==> src/rtl/fadd_issue.sv <==
// Issue controller for the non-pipelined fadd adder: operand FIFO, single-cycle req
// issue, fixed three-edge wait, and a valid/ready result register carrying a user tag.
module fadd_issue #(
    parameter int DEPTH = 4,
    parameter int TAG_W = 4
) (
    input  logic                     clk,
    input  logic                     reset,
    input  logic                     in_valid,
    output logic                     in_ready,
    input  logic [31:0]              in_x,
    input  logic [31:0]              in_y,
    input  logic [TAG_W-1:0]         in_tag,
    output logic                     fa_req,
    output logic [31:0]              fa_x,
    output logic [31:0]              fa_y,
    input  logic [31:0]              fa_rslt,
    output logic                     out_valid,
    input  logic                     out_ready,
    output logic [31:0]              out_rslt,
    output logic [TAG_W-1:0]         out_tag,
    output logic [$clog2(DEPTH):0]   count,
    output logic                     busy
);
    localparam int PW = $clog2(DEPTH);
    localparam logic [PW:0]   CNT_ZERO = (PW+1)'(0);
    localparam logic [PW:0]   CNT_ONE  = (PW+1)'(1);
    localparam logic [PW:0]   CNT_FULL = (PW+1)'(DEPTH);
    localparam logic [PW-1:0] PTR_ZERO = PW'(0);
    localparam logic [PW-1:0] PTR_ONE  = PW'(1);

    typedef enum logic [2:0] {
        IDLE = 3'd0,
        S1   = 3'd1,
        S2   = 3'd2,
        S3   = 3'd3,
        CAP  = 3'd4
    } state_t;

    state_t             state_r, state_s;
    logic [PW-1:0]      wr_ptr_r, rd_ptr_r;
    logic [PW:0]        count_r;
    logic [31:0]        mem_x_r   [DEPTH];
    logic [31:0]        mem_y_r   [DEPTH];
    logic [TAG_W-1:0]   mem_tag_r [DEPTH];
    logic [TAG_W-1:0]   tag_r;
    logic               fa_req_r;
    logic [31:0]        fa_x_r, fa_y_r;
    logic               out_valid_r;
    logic [31:0]        out_rslt_r;
    logic [TAG_W-1:0]   out_tag_r;
    logic               full_s, push_s, pop_s, capture_s, slot_free_s;

    assign full_s      = (count_r == CNT_FULL);
    assign push_s      = in_valid & ~full_s;
    assign slot_free_s = ~out_valid_r | out_ready;

    assign in_ready  = ~full_s;
    assign fa_req    = fa_req_r;
    assign fa_x      = fa_x_r;
    assign fa_y      = fa_y_r;
    assign out_valid = out_valid_r;
    assign out_rslt  = out_rslt_r;
    assign out_tag   = out_tag_r;
    assign count     = count_r;
    assign busy      = (state_r != IDLE) | (count_r != CNT_ZERO) | out_valid_r;

    // Next-state, pop and capture decode; a pop is always an issue to fadd
    always_comb begin
        state_s   = state_r;
        pop_s     = 1'b0;
        capture_s = 1'b0;
        case (state_r)
            IDLE: begin
                if (count_r != CNT_ZERO) begin
                    pop_s   = 1'b1;
                    state_s = S1;
                end else begin
                    state_s = IDLE;
                end
            end
            S1:  state_s = S2;
            S2:  state_s = S3;
            S3:  state_s = CAP;
            CAP: begin
                // Holding here keeps fadd's rslt stable until the result slot frees up
                if (slot_free_s) begin
                    capture_s = 1'b1;
                    if (count_r != CNT_ZERO) begin
                        pop_s   = 1'b1;
                        state_s = S1;
                    end else begin
                        state_s = IDLE;
                    end
                end else begin
                    state_s = CAP;
                end
            end
            default: state_s = IDLE;
        endcase
    end

    // Sequencer state register
    always_ff @(posedge clk or negedge reset) begin
        if (!reset) begin
            state_r <= IDLE;
        end else begin
            state_r <= state_s;
        end
    end

    // FIFO pointers and occupancy
    always_ff @(posedge clk or negedge reset) begin
        if (!reset) begin
            wr_ptr_r <= PTR_ZERO;
            rd_ptr_r <= PTR_ZERO;
            count_r  <= CNT_ZERO;
        end else begin
            if (push_s) begin
                wr_ptr_r <= wr_ptr_r + PTR_ONE;
            end
            if (pop_s) begin
                rd_ptr_r <= rd_ptr_r + PTR_ONE;
            end
            if (push_s && !pop_s) begin
                count_r <= count_r + CNT_ONE;
            end else if (!push_s && pop_s) begin
                count_r <= count_r - CNT_ONE;
            end else begin
                count_r <= count_r;
            end
        end
    end

    // FIFO storage; contents are only read behind the occupancy count
    always_ff @(posedge clk) begin
        if (push_s) begin
            mem_x_r[wr_ptr_r]   <= in_x;
            mem_y_r[wr_ptr_r]   <= in_y;
            mem_tag_r[wr_ptr_r] <= in_tag;
        end
    end

    // Issue port to fadd and the tag of the operation in flight
    always_ff @(posedge clk or negedge reset) begin
        if (!reset) begin
            fa_req_r <= 1'b0;
            fa_x_r   <= 32'h0000_0000;
            fa_y_r   <= 32'h0000_0000;
            tag_r    <= {TAG_W{1'b0}};
        end else begin
            fa_req_r <= pop_s;
            if (pop_s) begin
                fa_x_r <= mem_x_r[rd_ptr_r];
                fa_y_r <= mem_y_r[rd_ptr_r];
                tag_r  <= mem_tag_r[rd_ptr_r];
            end
        end
    end

    // Result register; a capture takes priority over a coincident transfer
    always_ff @(posedge clk or negedge reset) begin
        if (!reset) begin
            out_valid_r <= 1'b0;
            out_rslt_r  <= 32'h0000_0000;
            out_tag_r   <= {TAG_W{1'b0}};
        end else if (capture_s) begin
            out_valid_r <= 1'b1;
            out_rslt_r  <= fa_rslt;
            out_tag_r   <= tag_r;
        end else if (out_ready) begin
            out_valid_r <= 1'b0;
        end else begin
            out_valid_r <= out_valid_r;
        end
    end

endmodule

==> config.mk <==
export PLATFORM = sky130hd
export DESIGN_NAME = fadd_issue
export DESIGN_NICKNAME = d
export VERILOG_FILES = /design/src/rtl/fadd_issue.sv
export SDC_FILE = /design/constraint.sdc
export NUM_CORES = 1
export LEC_CHECK = 0
export ABC_AREA = 1
export CAP_MARGIN = 0
export CORE_MARGIN = 2
export CORE_UTILIZATION = 36
export CTS_BUF_LIST = sky130_fd_sc_hd__clkbuf_16
export DETAILED_ROUTE_END_ITERATION = 7
export PLACE_DENSITY_LB_ADDON = 0.25
export SLEW_MARGIN = 20
export SYNTH_ARGS = -nofsm -noshare
export SYNTH_HDL_FRONTEND = slang
export SYNTH_SLANG_ARGS = --single-unit
==> constraint.sdc <==
create_clock -name clk -period 4.75 [get_ports clk]
set_input_delay 0.475 -clock clk [delete_from_list [all_inputs] [get_ports clk]]
set_output_delay 0.475 -clock clk [all_outputs]
set_load 0.005 [all_outputs]
Word level (Yosys, flattened, before mapping)
Memory sizes are Yosys's and may differ from the RTL's. A register that Yosys moved wholly into a read port is not among the register bits. Cells that the tools add are included.

Logic and storage cells: 52. Bits in registers: 48. RAM bits: 272. Output and inout bits: 107. Memories: 3. Input bits: 104.

$add $sub $neg: 4. Bitwise operators: 6. Reduce and logical (&&, ||, !) cells: 12. Multiplexer cells: 14. Equality and inequality tests: 5.

Memories: mem_x_r (depth 4, bits a word 32, read ports 1, clocked after Yosys merged registers in 1, write ports 1, line 43) `logic [31:0] mem_x_r [DEPTH];`; mem_y_r (depth 4, bits a word 32, read ports 1, clocked after Yosys merged registers in 1, write ports 1, line 44) `logic [31:0] mem_y_r [DEPTH];`; mem_tag_r (depth 4, bits a word 4, read ports 1, clocked after Yosys merged registers in 1, write ports 1, line 45) `logic [TAG_W-1:0] mem_tag_r [DEPTH];`.

Operators by type and width (number): one-hot mux 3 bit (5 select lines) (1); 2-to-1 mux 1 bit (9); 2-to-1 mux 3 bit (3); equality test 3 x 2 -> 1 bit, second input constant (2); equality test 3 bit, second input constant (2); nonzero test 3 bit (2); zero test 1 bit (5); adder 2 x 1 -> 2 bit, second input constant (2); nonzero test 2 bit (2); adder 3 x 1 -> 3 bit, second input constant (1); equality test 3 x 1 -> 1 bit, second input constant (1); zero test 3 bit (1); OR 1 bit (3); subtractor 3 x 1 -> 3 bit, second input constant (1); logical AND 1 bit (2); inverter 1 bit (2); one-hot mux 1 bit (2 select lines) (1); AND 1 bit (1).

Depth between registers and ports, before layout
Word-level depth: 7. Gate-level depth with buffers: 12. Depth with buffers taken out: 11.

Least setup slack after synthesis
OpenSTA, ideal clock, no wires.

Kind: flip-flop to flip-flop. Start: reg count_r[0] (netlist: count[0]). End: mem mem_tag_r[0][0] (enable). Library setup time: 495 ps. Slack: 660 ps. Arrival: 3595 ps. Stages on the path, launching flop included: 5. Cells stage by stage: dfrtp_1 inv_1 nand3_1 nand2_1 nor2_1.

Cells in the longest elaborated chain, start to end: 5.

Ends and longest elaborated chain: start, declared (line 42) `logic [PW:0] count_r;`; start signal, assigned (line 126) `count_r <= count_r + CNT_ONE;`; start signal, assigned (line 128) `count_r <= count_r - CNT_ONE;`; start signal, assigned (line 130) `count_r <= count_r;`; equality test 3 bit (line 54) `assign full_s = (count_r == CNT_FULL);`; inverter 1 bit; via in_ready (line 10) `output logic in_ready,`; AND 1 bit (line 55) `assign push_s = in_valid & ~full_s;`; 2-to-1 mux 1 bit (line 137) `if (push_s) begin`; 2-to-1 mux 1 bit (implied by the code) (line 140) `mem_tag_r[wr_ptr_r] <= in_tag;`; end, declared (line 45).

The timed path passes the listed nets, and every way through them passes these cells.

Worst setup path after layout
Start: reg count_r[0] (netlist: count[0]). End: reg count_r[2] (netlist: count[2]).

Cells in the longest elaborated chain, start to end: 7. Elaborated cells on any way between the ends: 16.

Ends and longest elaborated chain: nonzero test 3 bit (line 75, 89); 2-to-1 mux 1 bit (line 75, 89); 2-to-1 mux 1 bit (line 87) `if (slot_free_s) begin`; one-hot mux 1 bit (2 select lines) (line 73) `case (state_r)`; zero test 1 bit (line 125) `if (push_s && !pop_s) begin`; logical AND 1 bit (line 125); 2-to-1 mux 3 bit / nonzero test 2 bit (equally long branches).

Several ways; a longest one is shown, not always the timed one. The select of a mux whose other input is x is not followed. A chain may end at the register's enable or synchronous reset.

==> flow_summary_export.csv <==
group,metric,value,unit
outcome,status,"finished, final reports clean",
critical_path,worstReg2RegEnd,"count[2]",
route,drtPass1Iterations,6,
logic_synthesis,ys_top_cells_by_area,"edfxtp_1 (53%), dfrtp_1 (19%), nand2_1 (17%)",
critical_path,worst_path_max_delay_cell,"nand2_4",
logic_synthesis,yosys_most_used_dff,"edfxtp_1",
route,drc,0,
logic_synthesis,syn_area_per_cell,10.7,µm²
logic_synthesis,synth_top_area_share,52.5,%
critical_path,endpoint_kind,"flop",
global_route,grt_pass1_vias,10300,
critical_path,ff2ff_setup_slack,2.03,ns
floorplan,ioPinCount,211,
sta,finalCritPeriodShare,57.3,%
floorplan,die_x,212,µm
critical_path,worst_ep_arrival_time,3.15,ns
sta,rsz0062_at_grt,"no",
sta,period_minus_slack,2.72,ns
place,hpwlAfterDp,20800,µm
sta,fin_setup_tns,0,ns
place,routabilityCongestion,0.748,
cts,clockBufferDepth,3,
cts,clock_sinks,388,
final_layout,area_growth,25.6,%
final_layout,layout_common_cells,"nand2_1 (700), edfxtp_1 (272), clkdlybuf4s50_1 (209)",
cts,cts_made_buffers,43,
cts,cts_tree,"yes",
final_layout,fin_nets,1766,
cts,cts.htree.levels,2,
global_route,antenna_found_initial,3,
sta,report.final.slew_viol_count,0,
cts,post_cts_buffers,0,
floorplan,num_rows,76,
power_and_ir_drop,pwr_density_cell,630,nW/µm²
critical_path,r2r-start,"count[0]",
power_and_ir_drop,p_leak,8.46,nW
logic_synthesis,yosysTopAreaCell,"edfxtp_1",
global_route,grt_pass1_wl,56300,µm
sta,finClkSkew,0.0269,ns
critical_path,cp.required,5.18,ns
route,routed_wirelength,35500,µm
floorplan,core_area,42900,µm²
logic_synthesis,synthArstFlopShare,29.9,%
sta,finalSetupViolations,0,
route,wire_per_inst,15.6,µm
critical_path,ff2ff_path_depth,9,
critical_path,crit_chain,"nor3_2 -> inv_2 -> nand2_4 -> ha_1 -> inv_1 -> fa_1 -> nand2_1 -> nand3_1 -> xnor2_1",
final_layout,drive_above_1_share,9.17,%
floorplan,start_util,36.3,%
logic_synthesis,synthCells,1453,
global_route,grt_start_max_net_pins,89,
sta,worst_slew_pin_slew,0.961,ns
logic_synthesis,synth_seq_cells,388,
route,drt-initial-drc-count,716,
place,port_buffers,210,
critical_path,critical_path.max_stage_delay,0.63,ns
sta,holdWs,0.467,ns
global_route,grt_use_total,16.2,%
global_route,overflow,0,
final_layout,mostFrequentLayoutCell,"nand2_1",
route,final_antenna_net_count,0,
route,vias,10200,
critical_path,crit_path_start,"count[0]",
sta,clock.fmax,367,MHz
sta,hold_viol,0,
logic_synthesis,syn_area,15600,µm²
logic_synthesis,synth_edf_count,272,
logic_synthesis,yosys_warnings,0,
power_and_ir_drop,ir_drop,0.000342,V
sta,relSlewSlack,35.9,%
cts,path_clk_slew,0.05,ns
run,maxCapViolations,0,
cts,clk_latency,0.57,ns
cts,cts_root_buf,"clkbuf_16",
floorplan,die_area,44900,µm²
critical_path,worstSetupPathType,"flop to flop",
critical_path,critPathLaunchType,"flop",
critical_path,critical_path.max_fanout,71,
logic_synthesis,yosysUniqueCellTypes,25,
logic_synthesis,synth-seq-area-share,71.2,%
floorplan,die_h,212,µm
min_path,hp-class,"flop to flop",
route,avgViaCountPerCell,4.50,
logic_synthesis,synth_nets,1563,
critical_path,crit_end,"count[2]",
[per-layer routing]
| layer | up-vias | wire length (µm) | GRT usage [%] |
|---|---|---|---|
| li1 | 5058 | - | - |
| met1 | 4884 | 15700 | 20.8 |
| met2 | 238 | 16900 | 27.1 |
| met3 | 56 | 2000 | 3.44 |
| met4 | 4 | 864 | 5.78 |
| met5 | - | 29 | 0 |
[per-stage QoR]
step	cell area [µm²]	power (W)	utilization [%]	setup slack, ns	cells
final	19500	0.0123	45.6	2.03	2276
after global routing	19500	0.0133	45.6	1.79	2276
after CTS	19500	0.0125	45.6	1.98	2275
after detailed placement	18200	0.00944	42.5	1.76	2195
after global placement	18200	0.00937	42.5	1.73	2195
after floorplan	15600	0.00760	-	0.660	1453
[final cells by class]
type	instances	area, µm²
flip-flops and latches	388	11100
well taps	585	732
diodes	1	2.50
fillers	3955	23300
multi-input cells	906	3850
inverters	89	337
clock inverters	35	194
repair buffers	228	2240
clock buffers	44	1100
[repair_timing]
item | 4_1_cts | 5_1_grt
endpoints found under the hold margin | 65 | 0
resized for setup | 0 | 0
hold buffers | 1 | 0
[worst max-delay path, delay by kind of cell, from the launching register on]
kind	cells	cell delay (ns)
AND/OR/NAND/NOR	4	1.15
XOR/XNOR	1	0.13
buffers and inverters	2	0.17
flip-flops	1	0.46
adder cells (fa/ha/maj)	2	0.68
[power by group]
part	switching [W]	internal (W)	total, W
Clock	0.00131	0.00173	0.00304
Combinational	0.00252	0.00171	0.00424
Sequential	0.000393	0.00463	0.00502
Total	0.00423	0.00807	0.0123
[state kept, by name, indices dropped and copies added (netlist names), 2 cells and up]
| register | flops |
|---|---|
| mem_x_r | 128 |
| mem_y_r | 128 |
| fa_x | 32 |
| fa_y | 32 |
| out_rslt | 32 |
| mem_tag_r | 16 |
| out_tag | 4 |
| tag_r | 4 |
| count | 3 |
| state_r | 3 |
| rd_ptr_r | 2 |
| wr_ptr_r | 2 |
[cell usage after synthesis, types with 4 or more instances]
cell type / number
nand2_1: 701
edfxtp_1: 272
dfrtp_1: 116
nand3_1: 111
inv_1: 85
or2_2: 66
buf_2: 39
clkbuf_1: 23
nor2_1: 8
buf_4: 5
ha_1: 5
inv_2: 4
[cells by family (layout without fill, tap and decap cells)]
| kind of cell | count (synthesis) | in the layout | synth area share (%) |
|---|---|---|---|
| XOR/XNOR | 4 | 4 | 0.225 |
| flip-flops | 388 | 388 | 71.2 |
| adder cells (fa/ha/maj) | 6 | 6 | 0.531 |
| other | 0 | 1 | 0 |
| buffers and inverters | 159 | 396 | 4.32 |
| AND/OR/NAND/NOR | 891 | 891 | 23.6 |
| AO/OA/AOI/OAI | 5 | 5 | 0.177 |
[worst min-delay path by stage]
stage / start / endpoint / slack, ns / cells after the start
after floorplan: reset / count[0] / 0.18 / 0
after global placement: out_rslt[4] / out_rslt[4] / 0.45 / 2
after detailed placement: fa_y[11] / fa_y[11] / 0.46 / 2
after CTS: fa_rslt[13] / out_rslt[13] / 0.44 / 3
after global routing: fa_rslt[1] / out_rslt[1] / 0.48 / 3
final: fa_y[11] / fa_y[11] / 0.47 / 2
Power figures use the tool's default switching activity.
==> edit 1 (config.mk and constraints unchanged) <==
Change the parameter `DEPTH` from 4 to 8.
--- a/src/rtl/fadd_issue.sv
+++ b/src/rtl/fadd_issue.sv
@@ -1,7 +1,7 @@
 // Issue controller for the non-pipelined fadd adder: operand FIFO, single-cycle req
 // issue, fixed three-edge wait, and a valid/ready result register carrying a user tag.
 module fadd_issue #(
-    parameter int DEPTH = 4,
+    parameter int DEPTH = 8,
     parameter int TAG_W = 4
 ) (
     input  logic                     clk,
Ports: changed (resized count); port bits go from 211 to 212. No check against the original RTL was run, so the function may have changed too.
==> edit 1 against the unedited design <==
Sequential cell count rose by 275. Combinational power is 57% higher. Sequential share of layout area increased by 1.7 points. Routed wire length up 95%. Power rose by 66%. Design area is 69% higher. Setup slack lost 0.12 ns. Fmax down 4.3%. Non-clock buffer count rose by 16. Synthesized area increased by 76%. Sequential power increased by 63%. Critical path type unchanged. Critical endpoint is now mem_y_r[1][15]. Largest power group unchanged. Highest routed layer unchanged.
==> edit 1: results (changes against the unedited design) <==
- The depth of the CTS H-tree is 3 (was 2).
- The fill cell instance count of the final layout was 6991 (was 3955).
- The register-to-register setup slack was 1.91 ns (was 2.03 ns).
- The share of cells above drive strength 1 came to 5.42% (was 9.17%).
- The net total in the final layout is 2925 (was 1766).
- The post-route worst hold slack was 0.435 ns (was 0.467 ns).
- The number of antenna violations at the first check in global routing was 7 (was 3).
- The share of flip-flops with an asynchronous set or reset is 17.9% (was 29.9%).
- The net count after synthesis is 2735 (was 1563).
- The setup slack after placement is 1.62 ns (was 1.76 ns).
- The worst min-delay path endpoint is out_rslt[13] (was fa_y[11]).
- The post-route cell area is 33100 sq um (was 19500 sq um).
- Most common library cells after synthesis: 921 x nand2_1, 544 x edfxtp_1, 447 x nand3_1, 421 x inv_1, 119 x dfrtp_1 (was 701 x nand2_1, 272 x edfxtp_1, 116 x dfrtp_1, 111 x nand3_1, 85 x inv_1).
- The count of cell types in the netlist is 22 (was 25).
- Top area cells in the synthesized netlist: edfxtp_1 60%, nand2_1 13%, dfrtp_1 11% (was edfxtp_1 53%, dfrtp_1 19%, nand2_1 17%).
- The number of violations reported at the end of detailed-routing iteration 0 was 1347 (was 716).
- The static leakage power was 14.3 nW (was 8.46 nW).
- The detailed-route wire length per cell was 18.0 microns (was 15.6 microns).
- Result of the run: completed (unchanged).
- Regs by FF count: mem_x_r: 256 flops, mem_y_r: 256 flops (was mem_x_r: 128 flops, mem_y_r: 128 flops).
- The number of flops mapped to enable cells by yosys came to 544 (was 272).
- The number of vias per cell after detailed routing is 4.76 (was 4.50).
- The placed wire-length estimate was 37900 microns (was 20800 microns).
- The synthesized instance count came to 2625 (was 1453).
- The cell depth of the worst min-delay path is 3 (was 2).
- The final setup skew is 0.0252 ns (was 0.0269 ns).
- The first-pass iteration count of the detailed router is 7 (was 6).
- The capture point of the worst reg-to-reg path was mem_y_r[1][15] (was count[2]).
- The launching point of the worst reg2reg path is count[1] (was count[0]).
- The cell depth of the worst flop-to-flop path is 7 (was 9).
- The insertion delay of the later-clocked pin in the worst-skew pair is 0.62 ns (was 0.57 ns).
-- edit 1: cell count changes in the layout (fill, tap and decap cells not counted), sizes merged, moves of 8 or more --
cell	change
or2	-66
inv	+352
clkbuf	+31
buf	+15
nor2	+10
nand3	+336
clkinv	+8
edfxtp	+272
nand2	+219
-- edit 1: final cells by class --
type                       instances  area [sq um]  share of cell area [%]
sequential                       663         19300                    58.4
clock inverter                    65           524                    1.59
multi-input combinational       1407          6020                    18.2
timing repair buffer             244          2490                    7.52
inverter                         424          1610                    4.86
clock buffer                      75          1880                    5.68
tap                              978          1220                    3.70
antenna                            2          5.00                  0.0151
-- edit 1: worst max-delay path by stage --
stage | from | slack (ns) | end | depth (start not counted)
2_1_floorplan | count[0] | 0.41 | mem_tag_r[0][0] | 5
3_3_place_gp | in_valid | 1.66 | mem_y_r[1][20] | 6
3_5_place_dp | in_valid | 1.62 | mem_y_r[1][20] | 6
4_1_cts | count[1] | 1.90 | mem_y_r[1][18] | 7
5_1_grt | count[1] | 1.69 | mem_y_r[1][16] | 7
6_report | count[1] | 1.91 | mem_y_r[1][15] | 7
-- edit 1: logic make-up (layout without fill, tap and decap cells) --
| kind of cell | after synthesis | in the layout | synth area share (%) |
|---|---|---|---|
| compound gates | 6 | 6 | 0.114 |
| xor+xnor | 5 | 5 | 0.160 |
| fa+ha+maj | 6 | 6 | 0.301 |
| buf+inv | 555 | 808 | 7.95 |
| flops | 663 | 663 | 70.4 |
| other cells | 0 | 2 | 0 |
| simple gates | 1390 | 1390 | 21.1 |
-- edit 1: power breakdown --
| group | internal, mW | leakage [nW] | switching [mW] | total, mW |
|---|---|---|---|---|
| Sequential | 7.54 | 6.41 | 0.652 | 8.19 |
| Clock | 3.23 | 1.25 | 2.36 | 5.59 |
| Combinational | 2.37 | 6.65 | 4.28 | 6.65 |
| Total | 13.1 | 14.3 | 7.29 | 20.4 |
-- edit 1: worst min-delay path: stages --
cell	delay, ns
clkdlybuf4s50_1	0.40
nand3_1	0.08
nand2_1	0.05
-- edit 1: per-layer routing --
layer	track usage [%]	share of wire (%)
met2	29.6	47
met5	0	0.086
met3	3.60	6.3
met1	23.4	45
met4	4.85	1.9
==> edit 2 (config.mk and constraints unchanged) <==
Without the edit above. Re-encode `state_t` (5 states) as one-hot, 5 bits wide.
--- a/src/rtl/fadd_issue.sv
+++ b/src/rtl/fadd_issue.sv
@@ -29,12 +29,12 @@
     localparam logic [PW-1:0] PTR_ZERO = PW'(0);
     localparam logic [PW-1:0] PTR_ONE  = PW'(1);
 
-    typedef enum logic [2:0] {
-        IDLE = 3'd0,
-        S1   = 3'd1,
-        S2   = 3'd2,
-        S3   = 3'd3,
-        CAP  = 3'd4
+    typedef enum logic [4:0] {
+        IDLE = 5'b00001,
+        S1   = 5'b00010,
+        S2   = 5'b00100,
+        S3   = 5'b01000,
+        CAP  = 5'b10000
     } state_t;
 
     state_t             state_r, state_s;
Check against the original RTL: no difference found for any inputs over 4 cycles, from zero or initial values and one cycle with reset low; so few cycles prove little.
==> edit 2 against the unedited design <==
Synthesized area down 2.1%. Register-to-register slack better by 0.11 ns. Routed wire length up 5.1%. Utilization up 0.13 points. Setup slack worse by 0.012 ns. Design area down 2.1%. Power down 1.1%. Sequential cell count up 2.
==> edit 2: results (changes against the unedited design) <==
- The clock network area share came to 6.79% (was 6.63%).
- Top area cells in the synthesized netlist: edfxtp_1 54%, dfrtp_1 19%, nand2_1 7.2% (was edfxtp_1 53%, dfrtp_1 19%, nand2_1 17%).
- The number of cells after detailed placement is 2029 (was 2195).
- The weighted congestion at the end of routability-driven global placement is 0.747 (was 0.748).
- The final setup skew came to 0.0203 ns (was 0.0269 ns).
- The count of placed standard cells in the final layout, fillers left out is 2112 (was 2276).
- The launching point of the worst reg2reg path is rd_ptr_r[0] (was count[0]).
- The class of the tightest hold or removal check is primary input to async pin (was flip-flop to flip-flop).
- The placed wire-length estimate is 20700 microns (was 20800 microns).
- The largest net degree at the start of global routing is 101 (was 89).
- The overall routed net length is 37300 microns (was 35500 microns).
- The net total in the final layout is 1646 (was 1766).
- The slew of the pin with the lowest slew margin is 0.993 ns (was 0.961 ns).
- The setup slack after placement is 1.89 ns (was 1.76 ns).
- The share of flip-flops with an asynchronous set or reset is 30.3% (was 29.9%).
- The static leakage power came to 7.63 nW (was 8.46 nW).
- The internal power consumption is 7.96 mW (was 8.07 mW).
- The register-to-register setup slack is 2.14 ns (was 2.03 ns).
- The clock network power is 3.05 mW (was 3.04 mW).
- Result of the run: completed (unchanged).
- The sequential cell area fraction in the yosys report is 73.0% (was 71.2%).
- The overall track demand over capacity in global routing is 17.1% (was 16.2%).
- The synthesized instance count came to 1340 (was 1453).
- The cell type of the slowest stage on the worst timing path was clkdlybuf4s50_1 (was nand2_4).
- The maximum fanout along the worst path is 4 (was 71).
- The cell area after placement came to 17800 sq um (was 18200 sq um).
- The number of violations reported at the end of detailed-routing iteration 0 is 637 (was 716).
- The first-pass iteration count of the detailed router came to 5 (was 6).
- The total inserted antenna cells is 2 (was 1).
- The non-clock inverter instance count of the final layout came to 20 (was 89).
- The fraction of standard cell area that is sequential was 58.2% (was 56.7%).
- The number of vias per cell after detailed routing came to 4.79 (was 4.50).
- The share of cells above drive strength 1 is 6.05% (was 9.17%).
- The biggest cell delay along the critical path is 0.46 ns (was 0.63 ns).
- The final sequential cell count is 390 (was 388).
edit 2: cell types whose count changed after synthesis, moves of 6 or more:
cell / delta
nand2_1: -407
nor2_1: +282
o21ai_1: +15
o21ai_0: +119
inv_1: -68
buf_6: +6
or2_2: -66
edit 2: logic make-up after synthesis:
kind of cell,Yosys count,share of synthesized area [%]
buffers and inverters,97,3.10
DFF,390,73.0
AOI/OAI and AO/OA,139,4.58
adders and majority gates,6,0.542
muxes,1,0.0739
xor gates and xnor gates,4,0.230
and+or+nand+nor,703,18.5
edit 2: per-layer routing:
| layer | vias to the layer above | track usage, % | part of all wire (%) |
|---|---|---|---|
| li1 | 4918 | - | - |
| met1 | 4871 | 21.9 | 45 |
| met2 | 254 | 28.6 | 47 |
| met3 | 57 | 3.98 | 6.0 |
| met4 | 6 | 6.04 | 2.1 |
| met5 | - | 0 | 0.10 |
